--- src/rtl/bram_phase_arbiter.sv ---
// bram_phase_arbiter
//   Owns the single port of the read-first puzzle BRAM and hands it to one client per board
//   phase: parser writes in LOAD, solver reads/writes in SOLVE, tx readback reads in DUMP.
//
// Ports
//   clk_i, rst_ni                 clock, asynchronous active-low reset
//   start_i                       begin a new board (IDLE only)
//   p_valid_i/p_addr_i/p_data_i   parser write request, p_ready_o accepts; p_done_i ends LOAD
//   s_valid_i/s_we_i/s_addr_i/s_data_i  solver request, s_ready_o accepts
//   s_rvalid_o/s_rdata_o          solver read return; s_done_i ends SOLVE
//   t_valid_i/t_addr_i            readback read request, t_ready_o accepts
//   t_rvalid_o/t_rdata_o          readback read return; t_done_i ends DUMP
//   addra_o/dina_o/wea_o/ena_o/regcea_o, douta_i   BRAM port
//   phase_o                       0 IDLE, 1 LOAD, 2 SOLVE, 3 DUMP
module bram_phase_arbiter #(
    parameter int unsigned AddrWidth   = 16,
    parameter int unsigned DataWidth   = 13,
    parameter int unsigned ReadLatency = 2
) (
    input  logic                 clk_i,
    input  logic                 rst_ni,
    input  logic                 start_i,
    input  logic                 p_valid_i,
    input  logic [AddrWidth-1:0] p_addr_i,
    input  logic [DataWidth-1:0] p_data_i,
    output logic                 p_ready_o,
    input  logic                 p_done_i,
    input  logic                 s_valid_i,
    input  logic                 s_we_i,
    input  logic [AddrWidth-1:0] s_addr_i,
    input  logic [DataWidth-1:0] s_data_i,
    output logic                 s_ready_o,
    output logic                 s_rvalid_o,
    output logic [DataWidth-1:0] s_rdata_o,
    input  logic                 s_done_i,
    input  logic                 t_valid_i,
    input  logic [AddrWidth-1:0] t_addr_i,
    output logic                 t_ready_o,
    output logic                 t_rvalid_o,
    output logic [DataWidth-1:0] t_rdata_o,
    input  logic                 t_done_i,
    output logic [AddrWidth-1:0] addra_o,
    output logic [DataWidth-1:0] dina_o,
    output logic                 wea_o,
    output logic                 ena_o,
    output logic                 regcea_o,
    input  logic [DataWidth-1:0] douta_i,
    output logic [1:0]           phase_o
);

    // One stage for the issue register plus the BRAM's own read latency.
    localparam int unsigned PipeDepth = ReadLatency + 1;

    localparam logic [1:0] OwnNone   = 2'd0;
    localparam logic [1:0] OwnSolver = 2'd1;
    localparam logic [1:0] OwnTx     = 2'd2;

    typedef enum logic [1:0] {
        StIdle  = 2'd0,
        StLoad  = 2'd1,
        StSolve = 2'd2,
        StDump  = 2'd3
    } phase_e;

    // Reset asserts asynchronously, releases synchronously.
    logic [1:0] rst_sync_q;
    logic       rst_int_n;

    always_ff @(posedge clk_i or negedge rst_ni) begin
        if (!rst_ni) begin
            rst_sync_q <= 2'b00;
        end else begin
            rst_sync_q <= {rst_sync_q[0], 1'b1};
        end
    end

    assign rst_int_n = rst_sync_q[1];

    phase_e                         phase_q;
    logic                           s_done_q;
    logic                           t_done_q;
    logic [PipeDepth-1:0][1:0]      tag_q;
    logic [AddrWidth-1:0]           addra_q;
    logic [DataWidth-1:0]           dina_q;
    logic                           wea_q;
    logic                           ena_q;
    logic                           s_rvalid_q;
    logic                           t_rvalid_q;
    logic [DataWidth-1:0]           s_rdata_q;
    logic [DataWidth-1:0]           t_rdata_q;

    logic                 pipe_empty;
    logic                 s_done_seen;
    logic                 t_done_seen;
    logic                 p_acc;
    logic                 s_acc;
    logic                 t_acc;
    logic                 acc_any;
    logic                 issue_we;
    logic [AddrWidth-1:0] issue_addr;
    logic [DataWidth-1:0] issue_data;
    logic [1:0]           tag_in;

    assign pipe_empty  = (tag_q == '0);
    assign s_done_seen = s_done_q | s_done_i;
    assign t_done_seen = t_done_q | t_done_i;

    // Grant drops in the cycle a done arrives and stays low while reads drain.
    assign p_ready_o = (phase_q == StLoad)  & ~p_done_i;
    assign s_ready_o = (phase_q == StSolve) & ~s_done_seen;
    assign t_ready_o = (phase_q == StDump)  & ~t_done_seen;

    assign p_acc   = p_valid_i & p_ready_o;
    assign s_acc   = s_valid_i & s_ready_o;
    assign t_acc   = t_valid_i & t_ready_o;
    assign acc_any = p_acc | s_acc | t_acc;

    always_comb begin
        issue_we   = 1'b0;
        issue_addr = '0;
        issue_data = '0;
        tag_in     = OwnNone;
        if (p_acc) begin
            issue_we   = 1'b1;
            issue_addr = p_addr_i;
            issue_data = p_data_i;
        end else if (s_acc) begin
            issue_we   = s_we_i;
            issue_addr = s_addr_i;
            issue_data = s_data_i;
            tag_in     = s_we_i ? OwnNone : OwnSolver;
        end else if (t_acc) begin
            issue_addr = t_addr_i;
            tag_in     = OwnTx;
        end
    end

    // Phase FSM with latched done flags; a done only counts in its own phase.
    always_ff @(posedge clk_i or negedge rst_int_n) begin
        if (!rst_int_n) begin
            phase_q  <= StIdle;
            s_done_q <= 1'b0;
            t_done_q <= 1'b0;
        end else begin
            unique case (phase_q)
                StIdle: begin
                    if (start_i) phase_q <= StLoad;
                end
                StLoad: begin
                    if (p_done_i) phase_q <= StSolve;
                end
                StSolve: begin
                    if (s_done_seen && pipe_empty) begin
                        phase_q  <= StDump;
                        s_done_q <= 1'b0;
                    end else if (s_done_i) begin
                        s_done_q <= 1'b1;
                    end
                end
                StDump: begin
                    if (t_done_seen && pipe_empty) begin
                        phase_q  <= StIdle;
                        t_done_q <= 1'b0;
                    end else if (t_done_i) begin
                        t_done_q <= 1'b1;
                    end
                end
                default: phase_q <= StIdle;
            endcase
        end
    end

    // Issue register and owner-tagged read return pipe. douta is valid while the tag sits
    // in the last stage, so it is captured on the edge that shifts the tag out.
    always_ff @(posedge clk_i or negedge rst_int_n) begin
        if (!rst_int_n) begin
            addra_q    <= '0;
            dina_q     <= '0;
            wea_q      <= 1'b0;
            ena_q      <= 1'b0;
            tag_q      <= '0;
            s_rvalid_q <= 1'b0;
            t_rvalid_q <= 1'b0;
            s_rdata_q  <= '0;
            t_rdata_q  <= '0;
        end else begin
            ena_q <= acc_any;
            wea_q <= acc_any & issue_we;
            if (acc_any) begin
                addra_q <= issue_addr;
                dina_q  <= issue_data;
            end
            tag_q      <= {tag_q[PipeDepth-2:0], tag_in};
            s_rvalid_q <= (tag_q[PipeDepth-1] == OwnSolver);
            t_rvalid_q <= (tag_q[PipeDepth-1] == OwnTx);
            if (tag_q[PipeDepth-1] == OwnSolver) s_rdata_q <= douta_i;
            if (tag_q[PipeDepth-1] == OwnTx)     t_rdata_q <= douta_i;
        end
    end

    assign addra_o    = addra_q;
    assign dina_o     = dina_q;
    assign wea_o      = wea_q;
    assign ena_o      = ena_q;
    assign regcea_o   = rst_int_n;
    assign s_rvalid_o = s_rvalid_q;
    assign s_rdata_o  = s_rdata_q;
    assign t_rvalid_o = t_rvalid_q;
    assign t_rdata_o  = t_rdata_q;
    assign phase_o    = phase_q;

endmodule
--- config.mk ---
export PLATFORM = sky130hd
export DESIGN_NAME = bram_phase_arbiter
export DESIGN_NICKNAME = d
export VERILOG_FILES = /design/src/rtl/bram_phase_arbiter.sv
export SDC_FILE = /design/constraint.sdc
export NUM_CORES = 1
export LEC_CHECK = 0
export ABC_AREA = 1
export CORE_ASPECT_RATIO = 0.75
export CORE_UTILIZATION = 40
export DETAILED_ROUTE_END_ITERATION = 12
export HOLD_SLACK_MARGIN = 0.02
export PLACE_DENSITY = 0.8
export SETUP_SLACK_MARGIN = 0.15
export SLEW_MARGIN = 30
export SYNTH_ARGS = -nofsm -noshare
export SYNTH_HDL_FRONTEND = slang
export SYNTH_SLANG_ARGS = --single-unit
--- constraint.sdc ---
create_clock -name clk_i -period 3.05 [get_ports clk_i]
set_input_delay 0.61 -clock clk_i [delete_from_list [all_inputs] [get_ports clk_i]]
set_output_delay 0.61 -clock clk_i [all_outputs]
set_load 0.01 [all_outputs]
# After elaboration in Yosys (flattened, before gate mapping)
# Index checks and enable logic that the tools add are counted.
[word_totals]
out_inout_bits = 65
wordCells = 67
ff_bits = 71
input_bits = 97
[classes]
n_mux = 20
n_eq_ne = 9
reduce_logical = 9
n_bitwise = 14
[op_table]
columns = ["op", "count"]
rows = [
  ["two-way mux 16 bit", 3],
  ["two-way mux 13 bit", 2],
  ["two-way mux 2 bit", 7],
  ["case mux 2 bit (4 select lines)", 1],
  ["bitwise AND 1 bit", 7],
  ["two-way mux 1 bit", 7],
  ["== test 2 bit (second input constant)", 3],
  ["zero test 6 bit", 1],
  ["== test 2 x 1 -> 1 bit (second input constant)", 2],
  ["inequality test 2 x 1 -> 1 bit (second input constant)", 2],
  ["inequality test 2 bit (second input constant)", 2],
  ["bitwise OR 1 bit", 4],
  ["AND reduction 2 bit", 2],
  ["AND reduction 4 bit", 1],
  ["nonzero test 2 bit", 2],
  ["inverter 1 bit", 3],
  ["logical AND 1 bit", 2],
  ["zero test 2 bit", 1],
]

# Longest topological paths before layout
# Gate-level depths: netlist (run 1).
[depth]
word_depth = 7
ltp_mapped = 10
depth_no_buf = 10

# Worst setup path before layout (run 1)
# Ideal clock, no wire load.
[synth_path]
path_kind = "register to output"
from = "register rst_sync_q[1]"
to = "output port regcea_o"
path_stages_with_launch = 1
path_buffers = 0
slack_ns = 0.600
arrival_time_ns = 1.840
required_ns = 2.440
path_cell_list = "dfrtp_1"
[synth_lines]
columns = ["element", "line", "text"]
rows = [
  ["start: declaration", "66", "logic [1:0] rst_sync_q;"],
  ["start signal: assignment", "73", "rst_sync_q <= {rst_sync_q[0], 1'b1};"],
  ["end: declaration", "46", "output logic regcea_o,"],
]
# No word-level cell between the ends.

# Worst setup path after layout (run 1)
[layout_path]
from = "register phase_q[0] (netlist: phase_o[0])"
to = "output port s_ready_o"
[layout_via]
elab_chain_cells = 2
[layout_rtl]
columns = ["element", "line", "text"]
rows = [
  ["start: declaration", "79", "phase_e phase_q;"],
  ["start signal: assignment", "141", "phase_q <= StIdle;"],
  ["start signal: assignment", "147", "if (start_i) phase_q <= StLoad;"],
  ["start signal: assignment", "150", "if (p_done_i) phase_q <= StSolve;"],
  ["== test 2 bit", "110", "assign s_ready_o = (phase_q == StSolve) & ~s_done_seen;"],
  ["bitwise AND 1 bit", "110", ""],
  ["end: declaration", "32", "output logic s_ready_o,"],
]
# Every way passes these cells.

==> implementation parameters, run 1 <==
Parameter                              Value

Routing
  TritonRoute pass-1 iters ... 5
  DRC violation total after the first TritonRoute iteration ... 126
  ANT nets after route ... 0
  Detail-routed net length per standard cell ... 12.83 microns
  Avg Vias per Cell ... 4.657
  Routed wire length ... 8302 microns
  Via count ... 3013
  Number of design rule violations left after detail routing ... 0

Worst hold path
  Start point of the worst min-delay path ... rst_sync_q[0]$_DFF_PN0_
  Type of the most critical hold path ... reg2reg
  Hold Path Stages ... 0

Synthesis
  Number of flip-flops and latches in the synthesized netlist ... 71
  Number of synthesized flops with an enable pin ... 0
  Top-count cell post-synth ... sky130_fd_sc_hd__nand2_1
  Post-Synthesis Cell Area ... 3159 sq um
  Yosys synthesis warning count ... 0
  Top-area cell type share of the netlist area ... 56.24%
  FFs w/ async S/R, synth ... 100.0%
  Commonest cells in the netlist ... 129 x sky130_fd_sc_hd__nand2_1, 71 x sky130_fd_sc_hd__dfrtp_1, 60 x sky130_fd_sc_hd__nor2_1
  Gate Count Post-Synth ... 381
  Register area share after synthesis ... 56.24%
  Top_reg_cell synth ... sky130_fd_sc_hd__dfrtp_1
  Net Count, Synth ... 482
  Yosys top cell by area ... sky130_fd_sc_hd__dfrtp_1
  Top area cells in the synthesized netlist ... sky130_fd_sc_hd__dfrtp_1 56%, sky130_fd_sc_hd__nand2_1 15%, sky130_fd_sc_hd__nor2_1 7.1%
  Unique masters post-synth ... 23
  Average instance area after synthesis ... 8.292 sq um

Floorplanning
  Placement row count ... 27
  Initial cell density of the core ... 42.13%
  Area inside the core boundary ... 7500 sq um
  Die area ... 8261 sq um
  Floorplan die width ... 104.6 microns
  I/O Pins ... 162
  Die height ... 78.97 microns

Cells and area
  Number of antenna diodes ... 0
  Layout net count ... 642
  Layout Cells excl Fill ... 647
  Share of cells above drive strength 1 ... 5.128%
  Area growth from synthesis to layout ... 59.33%
  Number of fillers in the final layout ... 642

CTS
  Clock tree from TritonCTS ... built
  Resize count post-CTS ... 0
  Quantity of hold-fixing buffers added after cts ... 0
  H-tree level count ... 3
  Number of buffers added for setup after CTS ... 0
  CTS buffer count ... 9
  Clock tree sinks ... 71
  Buffer type at the clock tree root ... sky130_fd_sc_hd__clkbuf_8
  Bufs on Longest Clock Path ... 2
  Clk slew on worst S/H paths ... 0.07 ns
  Clock latency of the later-clocked register in the worst-skew pair ... 0.33 ns

Global routing
  Number of antenna violations at the first check in global routing ... 0
  Leftover overflow at the end of global routing ... 0
  Met2 track demand over resource ... 34.57%
  GRT Util Overall ... 20.80%
  Largest net degree at the start of global routing ... 70
  Via count of the first global-routing pass ... 2929
  Wire length of the first global-routing pass ... 13460 microns
  Most crowded layer after global routing ... met2
  GRT met1 Usage ... 25.60%
  Global-route met3 utilization ... 7.800%

STA
  Achievable Freq ... 0.3929 GHz
  Worst slack on hold paths ... 0.3536 ns
  Shortest period the worst path allows ... 2.545 ns
  Unrepaired setup endpoints after global routing ... false
  Worst Skew ... 0.01018 ns
  Pins Over Slew Limit ... 0
  Transition at the pin with the smallest max-transition slack ... 0.8327 ns
  Hold Vio Cnt, Final ... 0
  Normalized max-slew margin ... 44.49%
  Setup TNS after final layout ... 0 ns
  Final setup viols ... 0
  Post-route fraction of the period consumed by the critical path ... 83.44%

Worst setup path
  Endpoint type of the worst setup path ... output port
  R2r startpoint ... phase_o[1]$_DFFE_PN0P_
  CP max stage delay ... 0.57 ns
  Startpoint-to-endpoint class of the critical path ... reg2out
  Reg2reg path depth ... 9
  Cell with the most instances on the worst path ... sky130_fd_sc_hd__inv_1
  Startpoint of the most critical setup path ... phase_o[0]$_DFFE_PN0P_
  Worst Setup Start Kind ... flip-flop
  Crit path required time ... 2.44 ns
  Delay-heaviest family, CP ... buffers and inverters
  Cell with the largest stage delay on the worst path ... sky130_fd_sc_hd__clkdlybuf4s50_1
  Crit path buffers/inverters ... 3
  Path length in cells of the critical path ... 5
  List of cells traversed by the critical path ... inv_1 -> ha_1 -> inv_1 -> nor3_1 -> clkdlybuf4s50_1
  Maximum net fanout on the critical path ... 5
  Arrival time worst endpoint ... 1.93 ns

Placed design
  Detailed-placement wirelength estimate ... 6227 microns
  Number of instances in the placed design ... 631
  Last weighted congestion value of the routability-driven placer ... 0.8032
  Count of port buffers added during placement ... 161

Power and ir drop
  Highest ir drop seen on vdd ... 0.3428 mV
  PD cells ... 840.6 nW/um^2
  Total leakage power ... 0.002361 uW

Run status
  Status ... finished clean

Job
  Maximum capacitance violations ... 0
[path summary, 6_finish.rpt]
| kind | to | slack, ns |
|---|---|---|
| setup / recovery | s_ready_o | 0.51 |
| hold / removal | rst_sync_q[1]$_DFF_PN0_ | 0.35 |
| setup reg to reg | dina_o[8]$_DFFE_PN0P_ | 0.95 |
| hold reg to reg | rst_sync_q[1]$_DFF_PN0_ | 0.35 |
| max in group asynchronous | addra_o[1]$_DFFE_PN0P_ | 2.02 |
| min in group asynchronous | rst_sync_q[0]$_DFF_PN0_ | 0.43 |
[stage by stage]
step                setup WS (ns)  total power, uW  instance area (sq um)  util (%)
floorplan                  0.6004             2440                   3159         -
global placement           0.6507             3452                   4835     64.46
detailed placement         0.5849             3524                   4835     64.46
CTS                        0.4982             4276                   5034     67.12
global route               0.4166             4533                   5034     67.12
finish                     0.5051             4231                   5034     67.12
[per-layer routing]
layer  vias up  part of all wire, %
met5         -                    0
li1       1504                    -
met3         4                  8.3
met4         0                 0.43
met2       118                   48
met1      1387                   44
[sequential cells by signal, summed over array words and instances, names as in the netlist]
signal / cells
addra_o: 16
dina_o: 13
ena_o: 1
phase_o: 2
rst_sync_q: 2
s_done_q: 1
s_rdata_o: 13
s_rvalid_o: 1
t_done_q: 1
t_rdata_o: 13
t_rvalid_o: 1
tag_q: 6
wea_o: 1
[final cells by class]
type	count	area [sq um]	area share, %
Tap cell	101	126.4	2.511
Multi-Input combinational cell	264	1172	23.29
Clock inverter	5	57.56	1.143
Sequential cell	71	1778	35.32
Inverter	29	108.9	2.163
Timing Repair Buffer	166	1649	32.76
Clock buffer	11	141.4	2.809
[cell usage in the layout, fill, tap and decap left out, drive strengths merged, types with 2 or more instances in the layout]
| cell type | instances |
|---|---|
| a21oi | 2 |
| a22oi | 13 |
| buf | 5 |
| clkbuf | 11 |
| clkdlybuf4s50 | 161 |
| clkinv | 4 |
| dfrtp | 71 |
| ha | 4 |
| inv | 29 |
| nand2 | 130 |
| nand3 | 22 |
| nor2 | 61 |
| nor3 | 2 |
| o21ai | 27 |
[where the power goes]
| group | internal (uW) | total [uW] | switching, uW |
|---|---|---|---|
| sequential | 1340 | 1560 | 227 |
| combinational | 1040 | 1930 | 893 |
| clock | 402 | 735 | 333 |
[cells by family after synthesis]
family	Yosys count	share of synthesized area [%]
and+or+nand+nor	216	27.41
DFF	71	56.24
buffers and inverters	46	6.733
AOI/OAI and AO/OA	43	7.921
adders and majority gates	4	1.584
other	1	0.1187
No activity file was read; power rests on OpenSTA's default activity.
==> inputs of run 2 (changes only) <==
--- a/config.mk
+++ b/config.mk
@@ -7,10 +7,10 @@
 export LEC_CHECK = 0
 export ABC_AREA = 1
 export CORE_ASPECT_RATIO = 0.75
-export CORE_UTILIZATION = 40
+export CORE_UTILIZATION = 36
 export DETAILED_ROUTE_END_ITERATION = 12
 export HOLD_SLACK_MARGIN = 0.02
-export PLACE_DENSITY = 0.8
+export PLACE_DENSITY = 0.76
 export SETUP_SLACK_MARGIN = 0.15
 export SLEW_MARGIN = 30
 export SYNTH_ARGS = -nofsm -noshare
==> constraint.sdc (replaced) <==
create_clock -name clk_i -period 2.2 [get_ports clk_i]
set_input_delay 0.44 -clock clk_i [delete_from_list [all_inputs] [get_ports clk_i]]
set_output_delay 0.44 -clock clk_i [all_outputs]
set_load 0.01 [all_outputs]
==> run 2 against run 1 <==
  * Worst setup slack lost 0.24 ns
  * Sequential power rose by 39%
  * Hold slack lost 0.11 ns
  * Critical path depth is the same
  * Sequential share of layout area shrank 1.5 points
  * Global-route usage is 0.47 points lower
  * Die area is 11% higher
==> implementation parameters, run 2 (synthesized netlist as in run 1, its figures left out) <==
Parameter                              Value

Run status
  Status ... finished clean

STA
  Pins Over Slew Limit ... 0
  Worst Skew ... 0.004994 ns
  Post-route fraction of the period consumed by the critical path ... 87.80%
  Final setup slack of the worst path ... 0.2684 ns
  Normalized max-slew margin ... 49.14%
  Unrepaired setup endpoints after global routing ... false
  Hold Vio Cnt, Final ... 0
  Transition at the pin with the smallest max-transition slack ... 0.7610 ns
  Worst slack on hold paths ... 0.2484 ns
  Setup TNS after final layout ... 0 ns
  Achievable Freq ... 0.5177 GHz
  Shortest period the worst path allows ... 1.932 ns
  Final setup viols ... 0

Routing
  Avg Vias per Cell ... 4.592
  Number of design rule violations left after detail routing ... 0
  ANT nets after route ... 0
  Detail-routed net length per standard cell ... 13.23 microns
  Via count ... 3040
  TritonRoute pass-1 iters ... 4
  Routed wire length ... 8760 microns
  DRC violation total after the first TritonRoute iteration ... 141

Cells and area
  Layout net count ... 650
  Share of cells above drive strength 1 ... 7.040%
  Area growth from synthesis to layout ... 66.30%
  Top library cells by usage in the layout, fill and taps aside ... 158 x sky130_fd_sc_hd__clkdlybuf4s50_1, 129 x sky130_fd_sc_hd__nand2_1, 69 x sky130_fd_sc_hd__dfrtp_1, 59 x sky130_fd_sc_hd__nor2_1, 27 x sky130_fd_sc_hd__o21ai_0
  Flip-flop count of the largest register after layout ... 16
  Number of antenna diodes ... 0
  Leading cell type in the layout, fill and taps excluded ... sky130_fd_sc_hd__clkdlybuf4s50_1

Worst setup path
  Startpoint of the most critical setup path ... phase_o[0]$_DFFE_PN0P_
  R2r startpoint ... phase_o[0]$_DFFE_PN0P_
  Worst r2r dst ... addra_o[4]$_DFFE_PN0P_
  Setup slack of the worst register-to-register path ... 0.35 ns
  Arrival time worst endpoint ... 1.49 ns
  Endpoint type of the worst setup path ... output port
  Critical path destination ... s_ready_o
  Reg2reg path depth ... 8
  Worst Setup Start Kind ... flip-flop
  Crit path required time ... 1.76 ns
  Startpoint-to-endpoint class of the critical path ... reg2out
  Maximum net fanout on the critical path ... 5

Global routing
  GRT Util Overall ... 20.33%
  Via count of the first global-routing pass ... 3050
  Largest net degree at the start of global routing ... 70
  Leftover overflow at the end of global routing ... 0
  Wire length of the first global-routing pass ... 14190 microns
  Number of antenna violations at the first check in global routing ... 0

Floorplanning
  Initial cell density of the core ... 37.21%
  I/O Pins ... 162
  Die height ... 83.13 microns
  Die area ... 9158 sq um
  Area inside the core boundary ... 8491 sq um
  Floorplan die width ... 110.2 microns
  Placement row count ... 29

Power and ir drop
  Highest ir drop seen on vdd ... 0.6533 mV
  Overall Power ... 6486 uW
  PD cells ... 1235 nW/um^2
  Total leakage power ... 0.002464 uW

Placed design
  Detailed-placement wirelength estimate ... 6475 microns
  Count of port buffers added during placement ... 161
  Worst slack at placement ... 0.06453 ns
  Last weighted congestion value of the routability-driven placer ... 0.7977

CTS
  H-tree level count ... 3
  Clock tree sinks ... 71
  CTS buffer count ... 9
  Buffer type at the clock tree root ... sky130_fd_sc_hd__clkbuf_16
  Clk slew on worst S/H paths ... 0.06 ns
  Clock tree from TritonCTS ... built
  Clock latency of the later-clocked register in the worst-skew pair ... 0.33 ns
  Bufs on Longest Clock Path ... 2

Worst hold path
  Type of the most critical hold path ... reg2async

Job
  Maximum capacitance violations ... 0
-- run 2: worst min path at each step --
stage                                       start                        to  cells after the start
after floorplan                            rst_ni   rst_sync_q[0]$_DFF_PN0_                      0
after global placement    rst_sync_q[0]$_DFF_PN0_   rst_sync_q[1]$_DFF_PN0_                      0
after detailed placement  rst_sync_q[0]$_DFF_PN0_   rst_sync_q[1]$_DFF_PN0_                      0
after CTS                                  rst_ni   rst_sync_q[0]$_DFF_PN0_                      1
after global routing                       rst_ni   rst_sync_q[1]$_DFF_PN0_                      1
final                     rst_sync_q[1]$_DFF_PN0_  s_rdata_o[1]$_DFFE_PN0P_                      1
-- run 2: final cells by class --
| class | instances | area [sq um] |
|---|---|---|
| Clock buffer | 10 | 229.0 |
| Fill cell | 744 | 3237 |
| Sequential cell | 71 | 1779 |
| Timing Repair Buffer | 174 | 1734 |
| Tap cell | 108 | 135.1 |
| Multi-Input combinational cell | 264 | 1175 |
| Inverter | 29 | 108.9 |
| Clock inverter | 6 | 92.59 |
-- run 2: timing repair --
action	4_1_cts	5_1_grt
hold buffers	0	0
gates resized for setup	4	4
buffers inserted	2	0
setup endpoints to repair	3	1
-- run 2: per-layer routing --
| metal | track usage, % | part of all wire, % | vias up |
|---|---|---|---|
| met2 | 33.86 | 47 | 119 |
| met3 | 8.320 | 11 | 9 |
| met4 | 7.057 | 0.99 | 0 |
| li1 | - | - | 1530 |
| met5 | 0 | 0 | - |
| met1 | 23.39 | 41 | 1382 |
-- run 2: stage by stage --
stage               std cells  cell area [sq um]  util [%]
floorplan                 381               3161         -
global route              662               5254     61.88
global placement          643               4893     57.63
CTS                       661               5228     61.57
finish                    662               5254     61.88
detailed placement        643               4893     57.63
-- run 2: power by group --
| part | switching [uW] | internal (uW) |
|---|---|---|
| registers | 309 | 1860 |
| logic | 1260 | 1500 |
| clock network | 565 | 1000 |
-- run 2: worst max-delay path, stage by stage, from the launching register on --
cell	delay [ns]
sky130_fd_sc_hd__dfrtp_2	0.44
sky130_fd_sc_hd__inv_1	0.10
sky130_fd_sc_hd__ha_2	0.22
sky130_fd_sc_hd__inv_1	0.06
sky130_fd_sc_hd__nor3_1	0.17
sky130_fd_sc_hd__clkbuf_2	0.18
